--- config.mk ---
export PLATFORM = sky130hd
export DESIGN_NAME = button_blink_stretcher
export DESIGN_NICKNAME = d
export VERILOG_FILES = /design/src/rtl/button_blink_stretcher_pkg.sv /design/src/rtl/button_blink_stretcher_timer.sv /design/src/rtl/button_blink_stretcher.sv
export SDC_FILE = /design/constraint.sdc
export NUM_CORES = 1
export LEC_CHECK = 0
export CAP_MARGIN = 20
export CORE_AREA = 2 2 47 82
export CTS_BUF_LIST = sky130_fd_sc_hd__clkbuf_8 sky130_fd_sc_hd__clkbuf_16
export DETAILED_ROUTE_END_ITERATION = 12
export DIE_AREA = 0 0 49 84
export GPL_TIMING_DRIVEN = 0
export PLACE_DENSITY_LB_ADDON = 0.15
export SKIP_LAST_GASP = 1
export SLEW_MARGIN = 15
export SYNTH_ARGS = -nofsm -noshare
export SYNTH_HDL_FRONTEND = slang
export SYNTH_SLANG_ARGS = --single-unit
--- constraint.sdc ---
create_clock -name clk -period 3.3 [get_ports clk]
set_input_delay 0.99 -clock clk [delete_from_list [all_inputs] [get_ports clk]]
set_output_delay 0.99 -clock clk [all_outputs]
set_load 0.1 [all_outputs]
--- src/rtl/button_blink_stretcher_pkg.sv ---
// Shared types and board defaults for the LED blink stretcher.
package blink_pkg;

  typedef enum logic [1:0] {
    RESET = 2'd0,
    IDLE  = 2'd1,
    ON    = 2'd2,
    GAP   = 2'd3
  } blink_state_t;

  // Board defaults: 25 MHz clock gives a 1 s blink followed by a 0.5 s gap.
  localparam int unsigned BOARD_ON_CYCLES  = 25_000_000;
  localparam int unsigned BOARD_GAP_CYCLES = 12_500_000;
  localparam int unsigned BOARD_PEND_W     = 4;

  function automatic int unsigned max_u(input int unsigned a, input int unsigned b);
    return (a > b) ? a : b;
  endfunction

endpackage

--- src/rtl/button_blink_stretcher_timer.sv ---
// Loadable down-counter shared by the ON and GAP phases; saturates at zero.
module cycle_timer #(
  parameter int unsigned W = 8
) (
  input  logic         clk,
  input  logic         rst,
  input  logic         load,
  input  logic [W-1:0] load_val,
  input  logic         en,
  output logic         zero
);

  logic [W-1:0] r_count;

  // Load has priority over counting; counting stops at zero so it never wraps.
  always_ff @(posedge clk) begin
    if (rst) begin
      r_count <= '0;
    end else if (load) begin
      r_count <= load_val;
    end else if (en && (r_count != '0)) begin
      r_count <= r_count - W'(1);
    end
  end

  assign zero = (r_count == '0);

endmodule

--- src/rtl/button_blink_stretcher.sv ---
// Turns single-cycle event pulses into one visible LED blink each, queueing
// events that arrive while a blink is in progress.
module button_blink_stretcher
  import blink_pkg::*;
#(
  parameter int unsigned ON_CYCLES  = BOARD_ON_CYCLES,
  parameter int unsigned GAP_CYCLES = BOARD_GAP_CYCLES,
  parameter int unsigned PEND_W     = BOARD_PEND_W
) (
  input  logic              clk,
  input  logic              rst,
  input  logic              din,
  input  logic              clr_ovf,
  output logic              dout,
  output logic              busy,
  output logic [PEND_W-1:0] pending,
  output logic              ovf
);

  localparam int unsigned       TW       = $clog2(max_u(ON_CYCLES, GAP_CYCLES) + 1);
  localparam logic [TW-1:0]     ON_LOAD  = TW'(ON_CYCLES - 1);
  localparam logic [TW-1:0]     GAP_LOAD = TW'(GAP_CYCLES - 1);
  localparam logic [PEND_W-1:0] PEND_MAX = '1;

  blink_state_t      r_state;
  logic [PEND_W-1:0] r_pending;
  logic              r_ovf;

  logic              w_pend_nz;
  logic              w_tmr_zero;
  logic              w_start;
  logic              w_load;
  logic              w_en;
  logic [TW-1:0]     w_load_val;
  logic              w_drop;

  assign w_pend_nz = (r_pending != '0);

  cycle_timer #(
    .W(TW)
  ) u_timer (
    .clk      (clk),
    .rst      (rst),
    .load     (w_load),
    .load_val (w_load_val),
    .en       (w_en),
    .zero     (w_tmr_zero)
  );

  // Timer control and blink-start strobe, decoded from the current state.
  always_comb begin
    w_start    = 1'b0;
    w_load     = 1'b0;
    w_en       = 1'b0;
    w_load_val = '0;
    case (r_state)
      IDLE: begin
        if (w_pend_nz) begin
          w_start    = 1'b1;
          w_load     = 1'b1;
          w_load_val = ON_LOAD;
        end
      end
      ON: begin
        if (w_tmr_zero) begin
          w_load     = 1'b1;
          w_load_val = GAP_LOAD;
        end else begin
          w_en = 1'b1;
        end
      end
      GAP: begin
        if (w_tmr_zero) begin
          if (w_pend_nz) begin
            w_start    = 1'b1;
            w_load     = 1'b1;
            w_load_val = ON_LOAD;
          end
        end else begin
          w_en = 1'b1;
        end
      end
      default: ;
    endcase
  end

  // Blink sequencer: RESET -> IDLE -> ON -> GAP -> (ON | IDLE).
  always_ff @(posedge clk) begin
    if (rst) begin
      r_state <= RESET;
    end else begin
      case (r_state)
        RESET: r_state <= IDLE;
        IDLE:  if (w_pend_nz) r_state <= ON;
        ON:    if (w_tmr_zero) r_state <= GAP;
        GAP:   if (w_tmr_zero) r_state <= w_pend_nz ? ON : IDLE;
        default: r_state <= RESET;
      endcase
    end
  end

  // An event is lost only when it arrives at saturation with no blink starting.
  assign w_drop = din && !w_start && (r_pending == PEND_MAX);

  // Pending-event queue depth and sticky overflow flag (set beats clear).
  always_ff @(posedge clk) begin
    if (rst) begin
      r_pending <= '0;
      r_ovf     <= 1'b0;
    end else begin
      case ({din, w_start})
        2'b10:   if (!w_drop) r_pending <= r_pending + PEND_W'(1);
        2'b01:   r_pending <= r_pending - PEND_W'(1);
        default: ;
      endcase
      if (w_drop) begin
        r_ovf <= 1'b1;
      end else if (clr_ovf) begin
        r_ovf <= 1'b0;
      end
    end
  end

  assign dout    = (r_state == ON);
  assign busy    = (r_state == ON) || (r_state == GAP) || w_pend_nz;
  assign pending = r_pending;
  assign ovf     = r_ovf;

endmodule

==> impl_metrics.toml, run 1 <==
[synthesis]
ys_seq_elements = 32
synth.top_cells.by_count = "32 x dfxtp_1, 28 x nor2_1, 18 x a21oi_1"
netlist_top_cells_area = "dfxtp_1 36%, nor2_1 5.9%, a21oi_1 5.1%, nor3_1 3.7%, nor4_1 2.8%"
yosysTopAreaCell = "dfxtp_1"
syn_area_sq_um = 1770
syn_nets = 224
ys_seq_area_share_pct = 36.2
synthArstFlopShare_pct = 0
synth_edf_count = 0
ys.flop_type = "dfxtp_1"
synth_cells = 218
yosysMostFrequentCell = "dfxtp_1"
synth_largest_type_area_fraction_pct = 36.2
syn_avg_cell_area_sq_um = 8.12
yosysWarnings = 0
yosys.cell_types.count = 48

[clocking]
htree_levels = 2
numClockSinks = 32
clk_path_buf_depth = 2
numCtsBuffers = 5
root_buffer = "clkbuf_8"
clk_pin_slew_ns = 0.07
worstSkewPairLatency_ns = 0.29
cts_hold_buf = 0
cts_tree = "done"

[timing]
skew_ns = 0.00624
slew_viol_final = 0
post-route-period-util_pct = 93.3
clock.fmax_mhz = 325
setup_tns_ns = 0
finalSetupViolCount = 0
hold_viol_final = 0
max_slew_margin_pct = 35.9
rsz0062_at_grt = "yes"
worst_pin_slew_ns = 0.958
post-route-min-period_ns = 3.08

[grt]
grtUsageTotal_pct = 26.2
grt_max_degree = 11
gr-total-overflow = 0
grt_pass1_vias = 1728
grt_antenna_before_repair = 0
grt_pass1_wl_um = 8310

[placement]
place_congestion = 0.930
post-dp-hpwl_um = 3590
post_dp_cell_area_sq_um = 1910
port_buffers = 8

[cells_and_area]
n_antenna_cell = 0
drive_above_1_share_pct = 11.4
fin_area_sq_um = 2040
area_growth_pct = 15.2
finalNetCount = 241
fill_cells = 359

[flow_run]
max_cap_viol_count = 0

[die]
coreArea_sq_um = 3520
die_x_um = 49
num_rows = 29
ios = 11
start_util_pct = 50.3
dieArea_sq_um = 4120
die_h_um = 84

[critical_path]
crit_type = "reg2out"
end_kind = "output port"
cp-start-kind = "flop"
cp.required_ns = 2.31
cp.arrival_ns = 2.09
crit_fanout = 10

[power]
ir_drop_v = 0.000635
p_per_area_nw_per_um2 = 1180
leakagePower_nw = 0.747
total_power_mw = 2.40

[detailed_routing]
drcViolationCount = 0
drt-total-wl_um = 4870
wl_per_cell_um = 17.3
ant_nets = 0
viasPerCell = 6.21
first_pass_iters = 4
drt_iter0_markers = 47
num_vias = 1751

[outcome]
status = "finished clean"

[min_path]
hp-class = "reg2reg"
## final cells by class
class	count	area [sq um]	area share, %
multi-input combinational	172	1090	53.3
inverter	5	18.8	0.920
clock buffer	5	68.8	3.37
sequential	32	641	31.4
tap	46	57.6	2.82
clock inverter	3	38.8	1.90
timing repair buffer	10	88.8	4.36
buffer	9	40.0	1.96
## stage by stage
stage / util (%) / hold WS, ns / setup WS [ns] / std cells
floorplan: - / 0.466 / 0.354 / 218
global placement: 54.2 / 0.466 / -0.169 / 272
detailed placement: 54.2 / 0.482 / -0.155 / 272
CTS: 57.4 / 0.492 / 0.0596 / 280
global route: 57.9 / 0.516 / -0.0628 / 282
finish: 57.9 / 0.483 / 0.222 / 282
## cells in the final DEF, fill, tap and decap left out, types with 3 or more instances in the layout
cell type and count:
a311oi_1 5, nor2_1 28, clkbuf_1 6, nor4_1 8, a31oi_1 3, buf_4 3
clkbuf_8 5, xnor2_1 4, nor3_1 13, nand2b_1 7, nand4_1 3, or4_1 3
or3_1 7, clkdlybuf4s50_1 6, inv_1 6, nand2_1 12, xor2_1 3, nand3_1 8
a21oi_1 18, o21ai_0 9, a211oi_1 5, or4_4 3, dfxtp_1 32
## cell families (layout without fill, tap and decap cells)
logic type	count (synthesis)	count (layout)	share of synthesized area [%]
AND/OR/NAND/NOR	104	104	31.7
AO/OA/AOI/OAI	54	54	20.5
flip-flops	32	32	36.2
buffers and inverters	14	32	3.32
XOR/XNOR	7	7	3.46
multiplexers	5	5	3.46
adder cells (fa/ha/maj)	2	2	1.41
## routing by layer
layer	vias up	part of all wire, %	GRT usage [%]
met4	0	4.1	13.8
met2	56	56	47.9
met1	828	37	28.2
met3	18	3.3	3.58
met5	-	0	0
li1	849	-	-
## registers in the layout, summed over array words and instances (netlist names)
name / count
r_state: 2
ovf: 1
u_timer.r_count: 25
pending: 4
## path summary, 6_finish.rpt
kind	startpoint	endpoint	depth (start not counted)	slack, ns
min reg2reg	ovf	ovf	2	0.48
max reg2reg	u_timer.r_count[11]	pending[2]	10	0.26
min	ovf	ovf	2	0.48
max	r_state[1]	busy	3	0.22
## worst max-delay path, stage by stage, from the launching register on
cell and delay, ns:
dfxtp_1 0.33, clkbuf_1 0.43, or3_1 0.19, dlygate4sd2_1 0.85
## power breakdown
group,switching (mW),internal [mW],total [mW]
clock network,0.147,0.221,0.368
registers,0.166,0.518,0.684
logic,0.888,0.458,1.35
## repair_timing
item,4_1_cts,5_1_grt
gates resized for setup,3,3
buffers inserted,0,2
setup endpoints to repair,3,2
pin swaps,0,1
(Power assumes the default switching activity.)
==> run 2, diff against run 1 <==
--- a/config.mk
+++ b/config.mk
@@ -12,6 +12,7 @@
 export DIE_AREA = 0 0 49 84
 export GPL_TIMING_DRIVEN = 0
 export PLACE_DENSITY_LB_ADDON = 0.15
+export SKIP_CTS_REPAIR_TIMING = 1
 export SKIP_LAST_GASP = 1
 export SLEW_MARGIN = 15
 export SYNTH_ARGS = -nofsm -noshare
==> run 2 against run 1 <==
  * Die area stayed put
  * Wire length up 1.3%
  * Via count decreased by 0.11%
  * First-iteration DRC count grew 47%
  * Clock skew up 0.0020 ns
  * Critical path type is now reg2reg
  * Fmax decreased by 1.6%
  * Setup slack got worse by 0.050 ns
  * Utilization decreased by 0.32 points
==> impl_metrics.toml, run 2 (synthesis gave the netlist of run 1 again) <==
[outcome]
status = "finished clean"

[detailed_routing]
first_pass_iters = 4
num_vias = 1749
viasPerCell = 6.25
drcViolationCount = 0
drt_iter0_markers = 69
ant_nets = 0
drt-total-wl_um = 4930
wl_per_cell_um = 17.6

[timing]
post-route-min-period_ns = 3.13
worst_pin_slew_ns = 0.969
hold_viol_final = 0
clock.fmax_mhz = 320
finalSetupViolCount = 0
skew_ns = 0.00823
slew_viol_final = 0
rsz0062_at_grt = "yes"
max_slew_margin_pct = 35.3
fin_ws_ns = 0.172
post-route-period-util_pct = 94.8

[grt]
grt_max_degree = 11
gr-total-overflow = 0
grt_antenna_before_repair = 0
grt_pass1_wl_um = 8290
grt_pass1_vias = 1703
grtUsageTotal_pct = 26.1

[cells_and_area]
fin_area_sq_um = 2030
regMostFlops = "u_timer.r_count"
finalNetCount = 239
largest_reg_flops = 25
final_cell_mix = "32 x dfxtp_1, 28 x nor2_1, 18 x a21oi_1"
drive_above_1_share_pct = 10.7
n_antenna_cell = 0
final_common_cell = "dfxtp_1"
fill_cells = 367
area_growth_pct = 14.6

[critical_path]
crit_fanout = 7
end_kind = "flop"
cp-start-kind = "flop"
cp.required_ns = 3.48
crit_type = "reg2reg"
cp.arrival_ns = 3.31

[die]
die_x_um = 49
die_h_um = 84
start_util_pct = 50.3
num_rows = 29
coreArea_sq_um = 3520
dieArea_sq_um = 4120
ios = 11

[clocking]
clk_path_buf_depth = 2
cts_tree = "done"
worstSkewPairLatency_ns = 0.29
clk_pin_slew_ns = 0.07
htree_levels = 2
numClockSinks = 32
root_buffer = "clkbuf_8"
numCtsBuffers = 5

[placement]
place_congestion = 0.930
place_ws_ns = -0.155
port_buffers = 8
post_dp_cell_area_sq_um = 1910
post-dp-hpwl_um = 3590

[min_path]
hp-class = "reg2reg"

[power]
ir_drop_v = 0.000633
p_per_area_nw_per_um2 = 1180
leakagePower_nw = 0.747

[flow_run]
max_cap_viol_count = 0
[run 2: per-stage QoR]
step           power, mW  setup TNS, ns  util [%]  instances  hold WS [ns]
3_5_place_dp        1.99         -0.155      54.2        272         0.482
2_1_floorplan       1.66              0         -        218         0.466
5_1_grt             2.56         -0.119      57.6        280         0.516
4_1_cts             2.37         -0.490      57.3        280         0.492
3_3_place_gp        1.97         -0.169      54.2        272         0.466
6_report            2.39              0      57.6        280         0.484
[run 2: where the power goes]
part / total, mW / leakage (nW) / switching (mW) / internal [mW]
logic: 1.34 / 0.424 / 0.889 / 0.451
registers: 0.684 / 0.263 / 0.165 / 0.518
clock network: 0.370 / 0.0593 / 0.149 / 0.221
[run 2: final cells by class]
| cell class | count | area, sq um | area share, % |
|---|---|---|---|
| Timing Repair Buffer | 8 | 77.6 | 3.82 |
| Sequential cell | 32 | 641 | 31.6 |
| Inverter | 5 | 18.8 | 0.925 |
| Clock inverter | 3 | 38.8 | 1.91 |
| Buffer | 9 | 40.0 | 1.97 |
| Multi-Input combinational cell | 172 | 1090 | 53.5 |
| Clock buffer | 5 | 68.8 | 3.39 |
| Tap cell | 46 | 57.6 | 2.84 |
[run 2: path summary, 6_finish.rpt]
path,depth (start not counted),to,start,slack [ns]
setup reg to reg,10,pending[2],u_timer.r_count[11],0.17
hold reg to reg,2,ovf,ovf,0.48
hold / removal,2,ovf,ovf,0.48
setup / recovery,10,pending[2],u_timer.r_count[11],0.17
[run 2: routing by layer]
metal / global-route usage (%) / share of wire (%)
met1: 28.5 / 38
met2: 48.4 / 56
met3: 3.41 / 2.8
met4: 11.9 / 3.2
met5: 0 / 0
[run 2: critical path: stages, from the launching register on]
cell and delay [ns]:
dfxtp_1 0.36, nor4_1 0.55, nand4_2 0.35, o31ai_4 0.44
nand2_2 0.18, nor2_1 0.16, xor2_1 0.17, ha_1 0.19
nor4_1 0.06, a2bb2oi_1 0.20, mux2_2 0.35
==> run 3, diff against run 2 <==
--- a/config.mk
+++ b/config.mk
@@ -6,10 +6,10 @@
 export NUM_CORES = 1
 export LEC_CHECK = 0
 export CAP_MARGIN = 20
-export CORE_AREA = 2 2 47 82
+export CORE_AREA = 3 3 48 83
 export CTS_BUF_LIST = sky130_fd_sc_hd__clkbuf_8 sky130_fd_sc_hd__clkbuf_16
 export DETAILED_ROUTE_END_ITERATION = 12
-export DIE_AREA = 0 0 49 84
+export DIE_AREA = 0 0 51 86
 export GPL_TIMING_DRIVEN = 0
 export PLACE_DENSITY_LB_ADDON = 0.15
 export SKIP_CTS_REPAIR_TIMING = 1
==> run 3 against run 2 <==
  * Non-clock buffer count unchanged
  * Total power is 2.6% lower
  * Clock skew shrank 0.0039 ns
  * Register-to-register slack lost 0.14 ns
  * Utilization rose by 1.7 points
  * Count of clock-buffer cells in the layout grew 2
  * Final area decreased by 0.68%
  * Global-route usage decreased by 2.0 points
  * Clock power fell by 11%
  * Critical path depth is 2 higher
  * First-iteration DRC count is 23% higher
  * Die area is 6.6% higher
  * Critical endpoint unchanged
==> impl_metrics.toml, run 3 (synthesis gave the netlist of run 1 again) <==
[critical_path]
critPathMaxStageDelay_ns = 0.45
worst-path-buf-inv = 1
end_kind = "flop"
cp-start-kind = "flop"
path_cells = "inv_1, ha_1, nor4b_2, nand4_2, o31ai_4, nand2_2, nor2_1, xor2_1, ha_1, nor4_1, a2bb2oi_1, mux2_2"
cpLargestDelayFamily = "simple AND/OR/NAND/NOR gates"
cp.required_ns = 3.48
cp.arrival_ns = 3.45
crit_slowest_cell = "o31ai_4"
crit_fanout = 7
critical_path_depth = 12
crit_type = "reg2reg"
path_common_cell = "ha_1"
worstRegToRegCells = 12

[clocking]
clk_path_buf_depth = 2
clk_pin_slew_ns = 0.07
cts_tree = "done"
root_buffer = "clkbuf_8"
numClockSinks = 32
worstSkewPairLatency_ns = 0.28
htree_levels = 2
numCtsBuffers = 5

[detailed_routing]
drcViolationCount = 0
drt_iter0_markers = 85
first_pass_iters = 4
drt-total-wl_um = 4840
viasPerCell = 6.33
ant_nets = 0
num_vias = 1760
wl_per_cell_um = 17.4

[grt]
grt_antenna_before_repair = 0
grt_pass1_vias = 1723
gr-total-overflow = 0
grt_pass1_wl_um = 8050
grt_max_degree = 11
grtUsageTotal_pct = 24.1

[cells_and_area]
drive_above_1_share_pct = 10.3
largest_reg_flops = 25
finalNonFillerCells = 278
area_growth_pct = 13.8
final_cell_mix = "32 x dfxtp_1, 28 x nor2_1, 18 x a21oi_1"
regMostFlops = "u_timer.r_count"
utilization_pct = 59.3
fill_cells = 325
finalNetCount = 239
final_common_cell = "dfxtp_1"
n_antenna_cell = 0

[die]
start_util_pct = 52.1
die_h_um = 86
ios = 11
coreArea_sq_um = 3400
dieArea_sq_um = 4390
num_rows = 28
die_x_um = 51

[power]
ir_drop_v = 0.000644
leakagePower_nw = 0.747
p_per_area_nw_per_um2 = 1160

[min_path]
hp-class = "reg2reg"
hold-path-cell-count = 2

[timing]
finalHoldWorstSlack_ns = 0.477
clock.fmax_mhz = 306
max_slew_margin_pct = 34.7
worst_pin_slew_ns = 0.977
hold_viol_final = 0
post-route-period-util_pct = 99.2
rsz0062_at_grt = "yes"
post-route-min-period_ns = 3.27
finalSetupViolCount = 0
slew_viol_final = 0
skew_ns = 0.00430

[placement]
place_congestion = 0.924
dp.cells = 271
post-dp-hpwl_um = 3580
port_buffers = 8

[flow_run]
max_cap_viol_count = 0

[outcome]
status = "finished clean"
-- run 3: cell types whose count changed in the layout (fill, tap and decap cells not counted) --
cell and delta:
bufinv_16 -1, clkbuf_2 -1, clkbuf_8 +2, clkinv_2 -1, dlymetal6s2s_1 +1, inv_1 -1, nor4b_2 +1, nor4b_4 -1
-- run 3: final timing paths --
kind	start	to	slack (ns)
setup / recovery	u_timer.r_count[0]	pending[2]	0.03
hold reg to reg	ovf	ovf	0.48
hold / removal	ovf	ovf	0.48
setup reg to reg	u_timer.r_count[0]	pending[2]	0.03
-- run 3: power by group --
part           total (mW)  switching, mW  leakage (nW)  internal, mW
Clock               0.329          0.144        0.0503         0.186
Combinational        1.33          0.879         0.434         0.446
Sequential          0.675          0.156         0.263         0.518
Total                2.33           1.18         0.747          1.15
-- run 3: stage by stage --
stage / TNS, ns / worst slack [ns] / total power, mW / instance area, sq um
after floorplan: 0 / 0.354 / 1.66 / 1770
after global placement: -0.0831 / -0.0831 / 1.95 / 1910
after detailed placement: -0.137 / -0.137 / 1.98 / 1910
after CTS: -0.472 / -0.213 / 2.31 / 2000
after global routing: -0.151 / -0.151 / 2.48 / 2010
final: 0 / 0.0278 / 2.33 / 2010
-- run 3: area by class of cell --
| type | count | area, sq um | share of cell area [%] |
|---|---|---|---|
| multi-input combinational | 172 | 1080 | 53.5 |
| sequential | 32 | 641 | 31.8 |
| clock buffer | 7 | 96.3 | 4.78 |
| timing repair buffer | 8 | 85.1 | 4.22 |
| tap | 45 | 56.3 | 2.80 |
| buffer | 9 | 40.0 | 1.99 |
| inverter | 5 | 18.8 | 0.932 |
-- run 3: per-layer routing --
| metal | routed length (um) | vias to the layer above | global-route usage [%] |
|---|---|---|---|
| met1 | 1880 | 850 | 24.6 |
| li1 | - | 841 | - |
| met4 | 100 | 0 | 13.0 |
| met2 | 2650 | 60 | 44.2 |
| met3 | 207 | 9 | 4.70 |
| met5 | 0 | - | 0 |
-- run 3: worst reg2reg max path, cell delays in order, from the launching register on --
cell	delay [ns]
dfxtp_1	0.36
inv_1	0.08
ha_1	0.23
nor4b_2	0.43
nand4_2	0.30
o31ai_4	0.45
nand2_2	0.19
nor2_1	0.17
xor2_1	0.17
ha_1	0.19
nor4_1	0.06
a2bb2oi_1	0.20
mux2_2	0.35
